**src/rtl/pc_seq_pkg.sv**
```systemverilog
// Shared definitions for the fetch-side program counter sequencer.
package pc_seq_pkg;

  localparam int DEFAULT_ADDR_W = 10;
  localparam logic [9:0] DEFAULT_RESET_VEC = 10'd0;

  typedef enum logic [1:0] {
    IDLE  = 2'd0,
    REQ   = 2'd1,
    STALL = 2'd2,
    HALT  = 2'd3
  } state_t;

endpackage

```
**src/rtl/pc_next_sel.sv**
```systemverilog
// Next-PC selection: jump beats branch, branch beats a pending squashed
// target, and the sequential pc+1 is the fallback.
module pc_next_sel
  import pc_seq_pkg::*;
#(
  parameter int ADDR_W = DEFAULT_ADDR_W
) (
  input  logic [ADDR_W-1:0] pc,
  input  logic              jump,
  input  logic [ADDR_W-1:0] jump_target,
  input  logic              branch_taken,
  input  logic [ADDR_W-1:0] branch_target,
  input  logic              squash,
  input  logic [ADDR_W-1:0] pending,
  output logic [ADDR_W-1:0] next_pc,
  output logic              redirect
);

  localparam logic [ADDR_W-1:0] ONE = {{(ADDR_W-1){1'b0}}, 1'b1};

  always_comb begin
    redirect = jump | branch_taken;
    if (jump) begin
      next_pc = jump_target;
    end else if (branch_taken) begin
      next_pc = branch_target;
    end else if (squash) begin
      next_pc = pending;
    end else begin
      next_pc = pc + ONE;
    end
  end

endmodule

```
**src/rtl/pc_sequencer.sv**
```systemverilog
// Program counter owner: issues instruction fetches over a req/ready
// handshake, handles stall/halt and squashes fetches overtaken by a redirect.
module pc_sequencer
  import pc_seq_pkg::*;
#(
  parameter int              ADDR_W    = DEFAULT_ADDR_W,
  parameter logic [ADDR_W-1:0] RESET_VEC = ADDR_W'(DEFAULT_RESET_VEC)
) (
  input  logic              clk,
  input  logic              rst_n,
  input  logic              stall,
  input  logic              branch_taken,
  input  logic [ADDR_W-1:0] branch_target,
  input  logic              jump,
  input  logic [ADDR_W-1:0] jump_target,
  input  logic              halt,
  output logic              imem_req,
  output logic [ADDR_W-1:0] imem_addr,
  input  logic              imem_ready,
  output logic              instr_valid,
  output logic [ADDR_W-1:0] instr_pc,
  output logic              halted
);

  state_t            state, state_nxt;
  logic [ADDR_W-1:0] pc, pc_nxt;
  logic [ADDR_W-1:0] pending, pending_nxt;
  logic [ADDR_W-1:0] instr_pc_nxt;
  logic [ADDR_W-1:0] sel_pc;
  logic              squash, squash_nxt;
  logic              valid_nxt;
  logic              halt_flag, halt_seen;
  logic              armed;
  logic              redirect;

  // Once halt has been latched, redirects no longer reach the selector.
  pc_next_sel #(.ADDR_W(ADDR_W)) u_next_sel (
    .pc            (pc),
    .jump          (jump & ~halt_flag),
    .jump_target   (jump_target),
    .branch_taken  (branch_taken & ~halt_flag),
    .branch_target (branch_target),
    .squash        (squash),
    .pending       (pending),
    .next_pc       (sel_pc),
    .redirect      (redirect)
  );

  assign imem_addr = pc;
  assign halt_seen = halt_flag | halt;

  always_comb begin
    state_nxt    = state;
    pc_nxt       = pc;
    pending_nxt  = pending;
    squash_nxt   = squash;
    valid_nxt    = 1'b0;
    instr_pc_nxt = instr_pc;
    case (state)
      // armed gives one full cycle in IDLE after reset release
      IDLE: begin
        if (armed) begin
          if (halt_seen)  state_nxt = HALT;
          else if (stall) state_nxt = STALL;
          else            state_nxt = REQ;
        end
      end
      REQ: begin
        if (imem_ready) begin
          pc_nxt     = sel_pc;
          squash_nxt = 1'b0;
          if (!(squash || redirect)) begin
            valid_nxt    = 1'b1;
            instr_pc_nxt = pc;
          end
          if (halt_seen)  state_nxt = HALT;
          else if (stall) state_nxt = STALL;
          else            state_nxt = REQ;
        end else if (redirect) begin
          pending_nxt = sel_pc;
          squash_nxt  = 1'b1;
        end
      end
      STALL: begin
        if (redirect) pc_nxt = sel_pc;
        if (halt_seen)  state_nxt = HALT;
        else if (stall) state_nxt = STALL;
        else            state_nxt = REQ;
      end
      HALT: begin
        state_nxt = HALT;
      end
      default: begin
        state_nxt = IDLE;
      end
    endcase
  end

  // Request and status outputs are registered off the next state so they
  // line up with the state they describe.
  always_ff @(posedge clk or negedge rst_n) begin
    if (!rst_n) begin
      state       <= IDLE;
      pc          <= RESET_VEC;
      pending     <= '0;
      squash      <= 1'b0;
      halt_flag   <= 1'b0;
      armed       <= 1'b0;
      imem_req    <= 1'b0;
      instr_valid <= 1'b0;
      instr_pc    <= '0;
      halted      <= 1'b0;
    end else begin
      state       <= state_nxt;
      pc          <= pc_nxt;
      pending     <= pending_nxt;
      squash      <= squash_nxt;
      halt_flag   <= halt_flag | halt;
      armed       <= 1'b1;
      imem_req    <= (state_nxt == REQ);
      instr_valid <= valid_nxt;
      instr_pc    <= instr_pc_nxt;
      halted      <= (state_nxt == HALT);
    end
  end

endmodule

```
**config.mk**
```make
export PLATFORM = sky130hd
export DESIGN_NAME = pc_sequencer
export DESIGN_NICKNAME = d
export VERILOG_FILES = /design/src/rtl/pc_seq_pkg.sv /design/src/rtl/pc_next_sel.sv /design/src/rtl/pc_sequencer.sv
export SDC_FILE = /design/constraint.sdc
export NUM_CORES = 1
export LEC_CHECK = 0
export CAP_MARGIN = 30
export CELL_PAD_IN_SITES_DETAIL_PLACEMENT = 1
export CELL_PAD_IN_SITES_GLOBAL_PLACEMENT = 2
export CORE_AREA = 4 4 84 86
export DETAILED_ROUTE_END_ITERATION = 7
export DIE_AREA = 0 0 88 90
export GPL_TIMING_DRIVEN = 0
export HOLD_SLACK_MARGIN = 0.03
export PLACE_DENSITY_LB_ADDON = 0.1
export SYNTH_ARGS = -nofsm -noshare
export SYNTH_HDL_FRONTEND = slang
export SYNTH_SLANG_ARGS = --single-unit
```
**constraint.sdc**
```tcl
create_clock -name clk -period 2.3 [get_ports clk]
set_input_delay 0.345 -clock clk [delete_from_list [all_inputs] [get_ports clk]]
set_output_delay 0.345 -clock clk [all_outputs]
set_load 0.005 [all_outputs]
```
==> flow_summary.ini, run 1 <==
[status]
status = complete, no violations

[power_and_ir_drop]
p_per_area_nw_per_um2 = 617.2
total_power_w = 0.001684
total_leakage_power_nw = 1.155
ir_drop_mv = 0.2994

[floorplanning]
initial_utilization_pct = 32.51
io_pins = 50
die_area_um2 = 7920
core_um2 = 6277
die_h_um = 90
fp.dieW_um = 88
num_rows = 29

[logic_synthesis]
ys_seq_area_share_pct = 46.60
synth_ff_type = dfrtp_1
synth_nets = 227
synth_edf_count = 0
ys_warn_count = 0
syn_inst = 199
synth-seq-cells = 38
synth-async-reset-ratio_pct = 100.0
netlist-cell-type-count = 48
syn_avg_cell_area_um2 = 10.25
synth_area_um2 = 2041

[worst_setup_path]
cp-end-kind = register
path_buf_inv = 2
worstPathArrival_ps = 2140
cp_max_fo = 10
setup.worst_path.class = input port to register
path_depth = 5
regToRegStartpoint = halt_flag
crit_chain = clkdlybuf4s50_1 > o21bai_4 > nor3_4 > buf_2 > mux2_2
r2r_end = pending[8]
r2r_cells = 4
crit_family = buffers and inverters
required_ps = 2480
crit_slowest_cell = clkdlybuf4s50_1
critPathMaxStageDelay_ps = 540
cp-start-kind = input port
r2r_slack_ps = 390

[sta]
timing.final.crit_share_pct = 85.36
whs_ps = 498.0
setup_viol = 0
fin_ws_ps = 336.7
slew_viol_final = 0
clock_skew_ps = 4.414
post-route-min-period_ps = 1963
hold_viol = 0
max_freq_ghz = 0.5093
rsz0062_at_grt = no

[grt]
grt_pass1_wl_um = 9246
antenna_found_initial = 0
grt_max_degree = 39
grt_use_total_pct = 15.15
grt_overflow = 0
first_global_vias = 1809

[cts]
clkSinkCount = 38
cts_tree = built
cts-htree-levels = 2
clk_pin_slew_ps = 80
cts_setup_buffers = 0
clockRootBuffer = clkbuf_8
cts_made_buffers = 5
clk_latency_ps = 290
cts.path.max_buffers = 2

[final_layout]
drive_above_1_share_pct = 15.56
fin_area_um2 = 2729
mostFrequentLayoutCell = clkdlybuf4s50_1
fin_nets = 284
final_cell_mix = 47 x clkdlybuf4s50_1, 38 x dfrtp_1, 16 x a21oi_1, 15 x mux2_2, 14 x nor2_1
area_growth_pct = 33.72
stdcell_count = 334
antenna_cells = 0

[detailed_routing]
routed_wl_um = 5639
vias = 1738
drtIter0Drc = 63
dr.pass1.iters = 4
drc_errors = 0
routedWlPerCell_um = 16.88
routed_via_density = 5.204
drtAntennaViolNets = 0

[placement]
gp_congestion = 0.7699
place_area_um2 = 2633
port-buffer-count = 48
hpwl_um = 4258
dpl_worst_slack_ps = 8.771
dp.cells = 325

[hold_path]
hold_end = instr_pc[2]
min_delay_path_depth = 1
hold_path_startpoint = instr_pc[2]
hp-class = register to register

[run]
maxCapViolations = 0
## timing repair
item,in CTS,in global routing
gates resized for setup,0,0
endpoints found under the hold margin,38,0
hold buffers,1,0
## cell families after synthesis
| logic type | Yosys count | synth area share [%] |
|---|---|---|
| AO/OA/AOI/OAI | 49 | 16.56 |
| XOR/XNOR | 2 | 0.8585 |
| adder cells (fa/ha/maj) | 1 | 0.6130 |
| buffers and inverters | 22 | 4.905 |
| flip-flops | 38 | 46.60 |
| multiplexers | 24 | 13.06 |
| other | 1 | 0.1838 |
| AND/OR/NAND/NOR | 62 | 17.23 |
## registers in the layout, summed over array words and instances (netlist names)
signal       flops
pending         10
armed            1
halted           1
imem_addr       10
state            2
halt_flag        1
squash           1
imem_req         1
instr_valid      1
instr_pc        10
## worst register-to-register path: cells and delay by family, from the launching register on
kind / cells / cell delay, ps
simple gates: 1 / 410
flops: 1 / 440
compound gates: 1 / 250
buf+inv: 1 / 340
mux: 1 / 360
## final cells by class
| type | count | area [µm²] |
|---|---|---|
| Sequential cell | 38 | 950.9 |
| Inverter | 12 | 45.04 |
| Clock buffer | 6 | 72.57 |
| Multi-Input combinational cell | 139 | 989.7 |
| Timing Repair Buffer | 50 | 505.5 |
| Clock inverter | 2 | 13.76 |
| Tap cell | 77 | 96.34 |
| Fill cell | 736 | 3548 |
| Buffer | 10 | 55.05 |
## metrics by stage
stage | TNS [ps] | util [%]
2_1_floorplan | 0 | -
3_3_place_gp | -4968 | 41.70
3_5_place_dp | 0 | 41.94
4_1_cts | 0 | 43.47
5_1_grt | 0 | 43.47
6_report | 0 | 43.47
## where the power goes
| part | internal (W) | switching (W) | leakage (nW) | total (W) |
|---|---|---|---|---|
| clock | 0.000214 | 0.000241 | 0.0452 | 0.000455 |
| sequential | 0.000729 | 0.0000871 | 0.468 | 0.000816 |
| combinational | 0.000235 | 0.000178 | 0.643 | 0.000413 |
| total | 0.00118 | 0.000506 | 1.16 | 0.00168 |
## per-layer routing
| metal | part of all wire, % | wire [µm] | track usage [%] | vias to the layer above |
|---|---|---|---|---|
| met4 | 1.2 | 68 | 4.220 | 0 |
| met2 | 50 | 2811 | 24.87 | 30 |
| met1 | 46 | 2591 | 20.07 | 866 |
| met3 | 3.0 | 167 | 2.925 | 5 |
| li1 | - | - | - | 837 |
| met5 | 0 | 0 | 0 | - |
## worst max-delay path by stage
stage                        endpoint         start  slack, ps
after floorplan           instr_pc[0]          jump        710
after global placement    instr_pc[2]         rst_n       -130
after detailed placement   pending[8]  branch_taken          9
after CTS                  pending[8]  branch_taken        320
after global routing       pending[8]  branch_taken        290
final                      pending[8]  branch_taken        340
## synth_stat cells (5+ instances only)
| cell type | n | area (µm²) |
|---|---|---|
| nor2b_1 | 5 | 31.28 |
| mux2i_1 | 6 | 60.06 |
| mux2_2 | 15 | 168.9 |
| buf_2 | 5 | 25.02 |
| inv_1 | 11 | 41.29 |
| nand3_1 | 5 | 25.02 |
| nor2_1 | 14 | 52.55 |
| nand2_1 | 9 | 33.78 |
| o31ai_1 | 5 | 37.54 |
| dfrtp_1 | 38 | 950.9 |
| o22ai_1 | 6 | 37.54 |
| a21oi_1 | 16 | 80.08 |
(Power assumes the default switching activity.)
==> run 2, diff against run 1 <==
--- a/config.mk
+++ b/config.mk
@@ -8,9 +8,9 @@
 export CAP_MARGIN = 30
 export CELL_PAD_IN_SITES_DETAIL_PLACEMENT = 1
 export CELL_PAD_IN_SITES_GLOBAL_PLACEMENT = 2
-export CORE_AREA = 4 4 84 86
+export CORE_AREA = 4 4 76 95
 export DETAILED_ROUTE_END_ITERATION = 7
-export DIE_AREA = 0 0 88 90
+export DIE_AREA = 0 0 80 99
 export GPL_TIMING_DRIVEN = 0
 export HOLD_SLACK_MARGIN = 0.03
 export PLACE_DENSITY_LB_ADDON = 0.1
==> run 2 against run 1 <==
Utilization about the same. Die area unchanged. Worst hold slack got worse by 340 ps. Sequential share of layout area rose by 0.14 points. Via count fell by 2.0%. Register-to-register slack improved by 60 ps. Routed wire length fell by 1.0%. Sequential power hardly changed. Highest routed layer unchanged.
==> flow_summary.ini, run 2 (same netlist as run 1, synthesis figures left out) <==
[cts]
cts_setup_buffers = 0
cts_made_buffers = 5
ctsHoldBuffers = 0
clk_pin_slew_ps = 80
cts_tree = built
cts-htree-levels = 2
clockRootBuffer = clkbuf_8
clkSinkCount = 38
clk_latency_ps = 290
cts-resized-gates = 0
cts.path.max_buffers = 2

[power_and_ir_drop]
p_per_area_nw_per_um2 = 631.1
ir_drop_mv = 0.3722
total_leakage_power_nw = 1.144

[worst_setup_path]
cp-start-kind = input port
r2r_cells = 4
cp-end-kind = register
crit_family = buffers and inverters
regToRegStartpoint = halt_flag
critPathMaxStageDelay_ps = 560
path_buf_inv = 2
r2r_slack_ps = 450
worstPathArrival_ps = 2100
required_ps = 2480
r2r_end = pending[8]
setup.worst_path.class = input port to register
cp_max_fo = 10
crit_slowest_cell = clkdlybuf4s50_1
crit_chain = clkdlybuf4s50_1 > o21bai_4 > nor3_4 > buf_2 > mux2_2

[sta]
whs_ps = 156.9
relSlewSlack_pct = 42.46
rsz0062_at_grt = no
post-route-min-period_ps = 1920
tightest_slew_ps = 863.1
max_freq_ghz = 0.5209
setup_viol = 0
clock_skew_ps = 7.273
finalSetupTns_ps = 0
slew_viol_final = 0
hold_viol = 0
timing.final.crit_share_pct = 83.46

[final_layout]
fin_nets = 282
antenna_cells = 0
final_cell_mix = 47 x clkdlybuf4s50_1, 38 x dfrtp_1, 16 x a21oi_1, 15 x mux2_2, 14 x nor2_1
mostFrequentLayoutCell = clkdlybuf4s50_1
area_growth_pct = 33.17
drive_above_1_share_pct = 15.69
n_fill_cell = 730

[detailed_routing]
drtIter0Drc = 73
routed_via_density = 5.009
routedWlPerCell_um = 16.41
routed_wl_um = 5580
drtAntennaViolNets = 0
drc_errors = 0
vias = 1703
dr.pass1.iters = 4

[hold_path]
hp-class = input port to asynchronous set/reset pin

[floorplanning]
core_um2 = 6246
die_area_um2 = 7920
io_pins = 50
fp.dieW_um = 80
die_h_um = 99
initial_utilization_pct = 32.67
num_rows = 32

[placement]
hpwl_um = 4268
gp_congestion = 0.7701
port-buffer-count = 48

[status]
status = complete, no violations

[grt]
antenna_found_initial = 0
grt_overflow = 0
grt_pass1_wl_um = 9411
grt_max_degree = 39
first_global_vias = 1787
grt_use_total_pct = 15.31

[run]
maxCapViolations = 0
## run 2: power by group
group          internal [W]  switching, W  total, W
combinational      0.000231      0.000179  0.000410
sequential         0.000729     0.0000870  0.000816
clock              0.000241      0.000248  0.000489
total               0.00120      0.000514   0.00172
## run 2: how the worst max path moves through the flow
stage                       from     endpoint  slack (ps)  cells past startpoint
floorplan                   jump  instr_pc[0]         710                      5
global placement           rst_n   pending[1]        -110                      1
detailed placement  branch_taken   pending[8]          50                      5
CTS                 branch_taken   pending[8]         360                      5
global route        branch_taken   pending[8]         310                      5
finish              branch_taken   pending[8]         380                      5
## run 2: routing by layer
metal / up-vias / global-route usage, % / share of wire (%)
met3: 6 / 3.473 / 4.2
met4: 0 / 4.681 / 1.3
met5: - / 0 / 0
li1: 827 / - / -
met1: 834 / 18.87 / 44
met2: 36 / 26.28 / 51
## run 2: through the flow
| stage | cells | utilization [%] | area (µm²) | power (W) | worst slack, ps |
|---|---|---|---|---|---|
| finish | 340 | 43.51 | 2718 | 0.001715 | 380.3 |
| CTS | 340 | 43.51 | 2718 | 0.001748 | 355.8 |
| global route | 340 | 43.51 | 2718 | 0.001830 | 308.6 |
| detailed placement | 332 | 41.99 | 2623 | 0.001246 | 48.12 |
| floorplan | 199 | - | 2041 | 0.001023 | 714.0 |
| global placement | 332 | 42.07 | 2628 | 0.001240 | -109.4 |
## run 2: area by class of cell
cell class | instances | area (µm²) | area share [%]
inverter | 12 | 45.04 | 1.657
sequential | 38 | 950.9 | 34.99
clock inverter | 2 | 12.51 | 0.4604
clock buffer | 6 | 82.58 | 3.039
multi-input combinational | 139 | 989.7 | 36.42
timing repair buffer | 48 | 475.5 | 17.50
tap | 85 | 106.4 | 3.913
buffer | 10 | 55.05 | 2.026
